`src/rtl/div_sched_pkg.sv`:
```
// rtl/div_sched_pkg.sv - shared types and constants for the divider scheduler
package div_sched_pkg;

  typedef enum logic [1:0] {
    IDLE  = 2'd0,
    ISSUE = 2'd1,
    WAIT  = 2'd2
  } sched_state_t;

  localparam int MAX_REQ   = 8;
  localparam int MAX_WIDTH = 64;

  // Divide-by-zero quotient; callers size-cast it down to their datapath width.
  function automatic logic [MAX_WIDTH-1:0] dbz_quotient();
    return '1;
  endfunction

endpackage

```
`src/rtl/divider.sv`:
```
// rtl/divider.sv - iterative restoring divider, one quotient bit per cycle
module divider #(
  parameter int WIDTH = 32
) (
  input  logic             clk_in,
  input  logic             rst_in,
  input  logic             data_valid_in,
  input  logic [WIDTH-1:0] dividend_in,
  input  logic [WIDTH-1:0] divisor_in,
  output logic [WIDTH-1:0] quotient_out,
  output logic [WIDTH-1:0] remainder_out,
  output logic             data_valid_out,
  output logic             busy_out
);

  localparam int CW = $clog2(WIDTH + 1);

  logic [WIDTH-1:0] quo, rem, dvs, diff;
  logic [WIDTH:0]   shifted;
  logic [CW-1:0]    count;
  logic             done, ge;

  always_comb begin
    shifted = {rem, quo[WIDTH-1]};
    ge      = (shifted >= {1'b0, dvs});
    diff    = shifted[WIDTH-1:0] - dvs;
  end

  always_ff @(posedge clk_in) begin
    if (rst_in) begin
      quo   <= '0;
      rem   <= '0;
      dvs   <= '0;
      count <= '0;
      done  <= 1'b0;
    end else begin
      done <= 1'b0;
      if (data_valid_in && count == '0) begin
        quo   <= dividend_in;
        dvs   <= divisor_in;
        rem   <= '0;
        count <= CW'(WIDTH);
      end else if (count != '0) begin
        rem   <= ge ? diff : shifted[WIDTH-1:0];
        quo   <= {quo[WIDTH-2:0], ge};
        count <= count - 1'b1;
        done  <= (count == CW'(1));
      end
    end
  end

  assign quotient_out   = quo;
  assign remainder_out  = rem;
  assign data_valid_out = done;
  assign busy_out       = (count != '0);

endmodule

```
`src/rtl/divider_scheduler_rr_arbiter.sv`:
```
// rtl/divider_scheduler_rr_arbiter.sv - combinational round-robin pick starting after last_grant
module rr_arbiter
  import div_sched_pkg::*;
#(
  parameter int NUM_REQ = 2,
  parameter int GW      = 1
) (
  input  logic [NUM_REQ-1:0] pending,
  input  logic [GW-1:0]      last_grant,
  output logic [GW-1:0]      grant,
  output logic               any_valid
);

  logic [GW-1:0] cand;

  always_comb begin
    grant     = '0;
    any_valid = 1'b0;
    cand      = '0;
    for (int k = 1; k <= NUM_REQ; k++) begin
      cand = GW'((int'(last_grant) + k) % NUM_REQ);
      if (!any_valid && pending[cand]) begin
        any_valid = 1'b1;
        grant     = cand;
      end
    end
  end

endmodule

```
`src/rtl/divider_scheduler.sv`:
```
// rtl/divider_scheduler.sv - round-robin sharing of one divider among NUM_REQ requesters
// Optional DIV_SCHED_DBZ_BYPASS_EN answers zero divisors directly without using the divider.
module divider_scheduler
  import div_sched_pkg::*;
#(
  parameter int NUM_REQ = 2,
  parameter int WIDTH   = 32
) (
  input  logic                     clk_in,
  input  logic                     rst_n_in,
  input  logic [NUM_REQ-1:0]       req_valid_in,
  input  logic [NUM_REQ*WIDTH-1:0] req_dividend_in,
  input  logic [NUM_REQ*WIDTH-1:0] req_divisor_in,
  output logic [NUM_REQ-1:0]       req_ready_out,
  output logic [NUM_REQ-1:0]       req_drop_out,
  output logic [NUM_REQ*WIDTH-1:0] res_quotient_out,
  output logic [NUM_REQ*WIDTH-1:0] res_remainder_out,
  output logic [NUM_REQ-1:0]       res_valid_out,
  output logic [NUM_REQ-1:0]       res_dbz_out,
  output logic                     busy_out
);

  localparam int GW = (NUM_REQ > 1) ? $clog2(NUM_REQ) : 1;

  if (NUM_REQ < 2 || NUM_REQ > MAX_REQ) begin : g_bad_num_req
    $error("NUM_REQ out of range");
  end

  sched_state_t state, state_next;

  logic [NUM_REQ-1:0]            pending, drop, res_valid, done_mask;
  logic [NUM_REQ-1:0][WIDTH-1:0] slot_dvd, slot_dvs, res_q, res_r;
  logic [GW-1:0]                 grant, last_grant, arb_grant;
  logic                          arb_any;
  logic                          div_rst, div_valid_in, div_valid_out, div_busy;
  logic [WIDTH-1:0]              div_q, div_r;
`ifdef DIV_SCHED_DBZ_BYPASS_EN
  logic                          bypass;
  logic [NUM_REQ-1:0]            res_dbz;
`endif

  rr_arbiter #(.NUM_REQ(NUM_REQ), .GW(GW)) u_arb (
    .pending   (pending),
    .last_grant(last_grant),
    .grant     (arb_grant),
    .any_valid (arb_any)
  );

  assign div_rst = ~rst_n_in;

  divider #(.WIDTH(WIDTH)) u_div (
    .clk_in        (clk_in),
    .rst_in        (div_rst),
    .data_valid_in (div_valid_in),
    .dividend_in   (slot_dvd[grant]),
    .divisor_in    (slot_dvs[grant]),
    .quotient_out  (div_q),
    .remainder_out (div_r),
    .data_valid_out(div_valid_out),
    .busy_out      (div_busy)
  );

  always_comb begin
    state_next   = state;
    div_valid_in = 1'b0;
    done_mask    = '0;
`ifdef DIV_SCHED_DBZ_BYPASS_EN
    bypass       = 1'b0;
`endif
    case (state)
      IDLE: begin
        if (arb_any) begin
`ifdef DIV_SCHED_DBZ_BYPASS_EN
          if (slot_dvs[arb_grant] == '0) begin
            bypass               = 1'b1;
            done_mask[arb_grant] = 1'b1;
          end else begin
            state_next = ISSUE;
          end
`else
          state_next = ISSUE;
`endif
        end
      end
      ISSUE: begin
        div_valid_in = 1'b1;
        state_next   = WAIT;
      end
      WAIT: begin
        if (div_valid_out) begin
          done_mask[grant] = 1'b1;
          state_next       = IDLE;
        end
      end
      default: state_next = IDLE;
    endcase
  end

  always_ff @(posedge clk_in) begin
    if (!rst_n_in) state <= IDLE;
    else           state <= state_next;
  end

  always_ff @(posedge clk_in) begin
    if (!rst_n_in) begin
      pending    <= '0;
      drop       <= '0;
      res_valid  <= '0;
      res_q      <= '0;
      res_r      <= '0;
      slot_dvd   <= '0;
      slot_dvs   <= '0;
      grant      <= '0;
      last_grant <= GW'(NUM_REQ - 1);
    end else begin
      drop      <= req_valid_in & pending;
      res_valid <= done_mask;
      // A slot freed this cycle was not ready, so capture never races completion.
      pending   <= (pending & ~done_mask) | (req_valid_in & ~pending);
      for (int i = 0; i < NUM_REQ; i++) begin
        if (req_valid_in[i] && !pending[i]) begin
          slot_dvd[i] <= req_dividend_in[i*WIDTH +: WIDTH];
          slot_dvs[i] <= req_divisor_in[i*WIDTH +: WIDTH];
        end
      end
      if (state == IDLE && arb_any) grant <= arb_grant;
      if (state == ISSUE)           last_grant <= grant;
      if (state == WAIT && div_valid_out) begin
        res_q[grant] <= div_q;
        res_r[grant] <= div_r;
      end
`ifdef DIV_SCHED_DBZ_BYPASS_EN
      if (bypass) begin
        res_q[arb_grant] <= WIDTH'(dbz_quotient());
        res_r[arb_grant] <= slot_dvd[arb_grant];
        last_grant       <= arb_grant;
      end
`endif
    end
  end

`ifdef DIV_SCHED_DBZ_BYPASS_EN
  always_ff @(posedge clk_in) begin
    if (!rst_n_in) res_dbz <= '0;
    else           res_dbz <= bypass ? done_mask : '0;
  end
  assign res_dbz_out = res_dbz;
`else
  assign res_dbz_out = '0;
`endif

  // Issue only happens from IDLE, after the previous division has fully drained.
  always_ff @(posedge clk_in) begin
    if (rst_n_in && state == ISSUE) assert (!div_busy);
  end

  assign req_ready_out     = ~pending;
  assign req_drop_out      = drop;
  assign res_valid_out     = res_valid;
  assign res_quotient_out  = res_q;
  assign res_remainder_out = res_r;
  assign busy_out          = (state != IDLE);

endmodule

```
`config.mk`:
```
export PLATFORM = sky130hd
export DESIGN_NAME = divider_scheduler
export DESIGN_NICKNAME = d
export VERILOG_FILES = /design/src/rtl/div_sched_pkg.sv /design/src/rtl/divider.sv /design/src/rtl/divider_scheduler_rr_arbiter.sv /design/src/rtl/divider_scheduler.sv
export SDC_FILE = /design/constraint.sdc
export NUM_CORES = 1
export LEC_CHECK = 0
export BUFFER_PORTS_ARGS = -buffer_cell sky130_fd_sc_hd__buf_2
export CAP_MARGIN = 20
export CORE_MARGIN = 4
export CORE_UTILIZATION = 45
export DETAILED_ROUTE_END_ITERATION = 8
export MAX_ROUTING_LAYER = met4
export PLACE_DENSITY = 0.66
export SLEW_MARGIN = 30
export SYNTH_ARGS = -nofsm -noshare
export SYNTH_HDL_FRONTEND = slang
export SYNTH_SLANG_ARGS = --single-unit
```
`constraint.sdc`:
```
create_clock -name clk_in -period 3.75 [get_ports clk_in]
set_clock_uncertainty 0.05 [all_clocks]
set_input_delay 1.125 -clock clk_in [delete_from_list [all_inputs] [get_ports clk_in]]
set_output_delay 1.125 -clock clk_in [all_outputs]
set_load 0.03 [all_outputs]
```
==> results.md <==
- Clock network fraction of total power: 0.284
- Actual slew at the worst max-slew pin: a little over 800 ps
- Startpoint Class: flip-flop
- Synth top area cells: dfxtp_1 (45%), nand2_1 (15%), a21boi_0 (13%)
- Critical Path Start: u_div.dvs[0]
- Maximum VDD drop: 419 uV
- Cell family with most CP delay: compound AO/OA/AOI/OAI gates
- Comb pwr share: 0.367
- Max transition margin: 0.451
- Core area: approximately 0.036 sq mm
- Post-synth cell types: 54
- DRC: 0
- CTS root buf: clkbuf_16
- TritonCTS Buffers: 41
- Die width: about 200 um
- Remaining Overflow, GRT: 0
- TNS Setup: 0 ps
- Synth Area per Inst: approximately 8.3 sq um
- Worst-skew pair later-pin latency: roughly 540 ps
- Die Area: between 0.03 and 0.04 sq mm
- Die Span Y: around 200 um
- Sequential area share after synthesis: 0.446
- Initial Util: 0.461
- First-pass GRT wire length: roughly 74,000 um
- DP HPWL: around 33,000 um
- Tmin final: 3190 ps
- Via/cell ratio: 5.33
- Nets: 2,352
- Number of buffers added on ports: approximately 270
- Antenna cells: 0
- Switching pwr: about 4900 uW
- DP Cell Count: between 2,000 and 3,000
- Fill cells: 3,431
- CP peak stage delay: 490 ps
- Synth Warn #: 0
- Yosys top cell area share: 0.446
- CP arrival: approximately 3600 ps
- Drt pass-1 iters: 5
- Final Instance Count excl. Fillers: about 2,700
- Fraction of layout instances using a drive strength above 1: 0.167
- Post_cts resized: 0
- CP Class: flip-flop to flip-flop
- RSZ-0062 raised after global routing: no
- Worst hold path class: flip-flop to flip-flop
- Post-CTS setup repair buffer count: 0
- CTS Hold Bufs: 0
- 1st-iter DRT viols: between 900 and 1,000
- Overall power: roughly 14,000 uW
- CP Cell Sequence: ha_1, inv_1, fa_1, a21o_1, a221oi_2, o2bb2ai_1, o21ai_1, o41ai_2, a221oi_1, o21ai_1, mux2i_1, nor2_1
- CTS max path bufs: 3
- Worst r2r src: u_div.dvs[0]
- Synth area leader: dfxtp_1
- Gr usage total: 0.236
- WP buf/inv: 1
- Final worst path period share: 0.851
- Hold Crit Start: res_quotient_out[36]
- Htree depth: 2
- Leak pwr: between 0.008 and 0.009 uW
- Fmax: between 0.3 and 0.4 GHz
- Antenna violations before repair: 0
- CTS sink count: approximately 370
- Io pins: 269
- Max-slew violations: 0
- Outcome: complete, no violations
- Largest net degree at the start of global routing: about 220
- Vias in the first global route: about 13,000
- Total Routed Length: 47,400 um
- Gpl congestion: around 0.94
- Setup violations, final: 0
- PwrDens: between 600 and 700 mW/mm^2
- Hold Violations, Final: 0
- Area Growth Syn to Fin: 17.7%
- Post-synth EDFFs: 0
- Cell with the most instances after synthesis: nand2_1
- Max Cap Viol: 0
- Clock Pin Slew Worst Setup and Hold Paths: ~60 ps
- Crit end category: flip-flop
- Post-synth top cells: nand2_1 (667), dfxtp_1 (369), a21boi_0 (289)
- Switching Fraction: 0.366
- Critical path required time: 4130 ps
- FP Rows: between 60 and 70
- Detail Route Antenna Nets: 0
- Internal: roughly 8600 uW
- Sequential share of power: 0.349
- Yosys reg bits: 369
- CTS tree: done
- Cell repeated most along the worst path: o21ai_1
- Max FO, Critical Path: 5
- Main synth FF type: dfxtp_1
- Crit-path slowest cell: a221oi_1
- Mapped cell area: approximately 0.017 sq mm
- Post-synth ARST share: 0
- Drt wl/cell: roughly 18 um
- DR vias: 14,269
- Mapped Cells: approximately 2,000
-- worst reg2reg max path: cells and delay by family, from the launching register on --
kind	cells	cell delay [ps]
fa+ha+maj	2	570
compound gates	7	1800
mux	1	190
simple gates	1	60
buf+inv	1	60
flops	1	350
-- placed cells by master (no fill, tap or decap), types with 16 or more instances in the layout --
master     instances
o211a_1           33
a21oi_1           50
xnor2_1           17
a21boi_0         289
a21o_1            23
clkbuf_16         43
buf_4             20
inv_1             41
nand2_1          664
buf_2            265
o211ai_1          43
dfxtp_1          368
nor2_1            33
a211oi_1          16
o21ai_0           36
ha_1              34
mux2i_1           81
-- power groups by stage --
| stage | registers, uW | clock network, uW | logic (uW) |
|---|---|---|---|
| 2_1_floorplan | 4630 | 0 | 3840 |
| 3_3_place_gp | 4770 | 0 | 4870 |
| 3_5_place_dp | 4790 | 0 | 4900 |
| 4_1_cts | 4700 | 3930 | 4930 |
| 5_1_grt | 4760 | 4090 | 5510 |
| 6_report | 4710 | 3840 | 4960 |
-- through the flow --
step / hold slack, ps / instance area [sq um] / utilization / setup WS [ps]
global placement: 399 / 18200 / 0.506 / 653
CTS: 413 / 19500 / 0.542 / 579
finish: 409 / 19500 / 0.542 / 557
detailed placement: 405 / 18200 / 0.506 / 609
floorplan: 391 / 16500 / - / 989
global route: 421 / 19500 / 0.542 / 333
-- worst paths after layout --
check	cells past startpoint	slack, ps	endpoint
min reg2reg	2	410	res_quotient_out[36]
max reg2reg	12	560	u_div.remainder_out[30]
max	12	560	u_div.remainder_out[30]
min	2	410	res_quotient_out[36]
-- metal layers --
metal | vias up | routed length (um) | GRT usage
li1 | 7092 | - | -
met1 | 6681 | 24300 | 0.365
met2 | 431 | 19200 | 0.323
met3 | 65 | 2910 | 0.0311
met4 | 0 | 989 | 0.0586
met5 | - | 0 | -
-- state kept, by name (all words and copies together), names as in the netlist, 6 cells and up --
register	flops
res_quotient_out	64
slot_dvd	64
res_remainder_out	64
u_div.dvs	32
u_div.remainder_out	32
slot_dvs	64
u_div.count	6
u_div.quotient_out	32
-- layout make-up --
| class | count | area, sq um | area share |
|---|---|---|---|
| inverters | 41 | 154 | 0.00791 |
| repair buffers | 291 | 1590 | 0.0816 |
| clock inverters | 8 | 46.3 | 0.00238 |
| multi-input cells | 1441 | 8470 | 0.435 |
| well taps | 461 | 577 | 0.0296 |
| clock buffers | 66 | 1240 | 0.0638 |
| flip-flops and latches | 369 | 7390 | 0.380 |
-- cell families after synthesis --
group / synth area share
simple gates: 0.183
fa+ha+maj: 0.0269
mux: 0.0490
compound gates: 0.233
flops: 0.446
other cells: 0.000227
xor+xnor: 0.0159
buf+inv: 0.0451
Note: power is estimated with default switching activity, not from simulation.
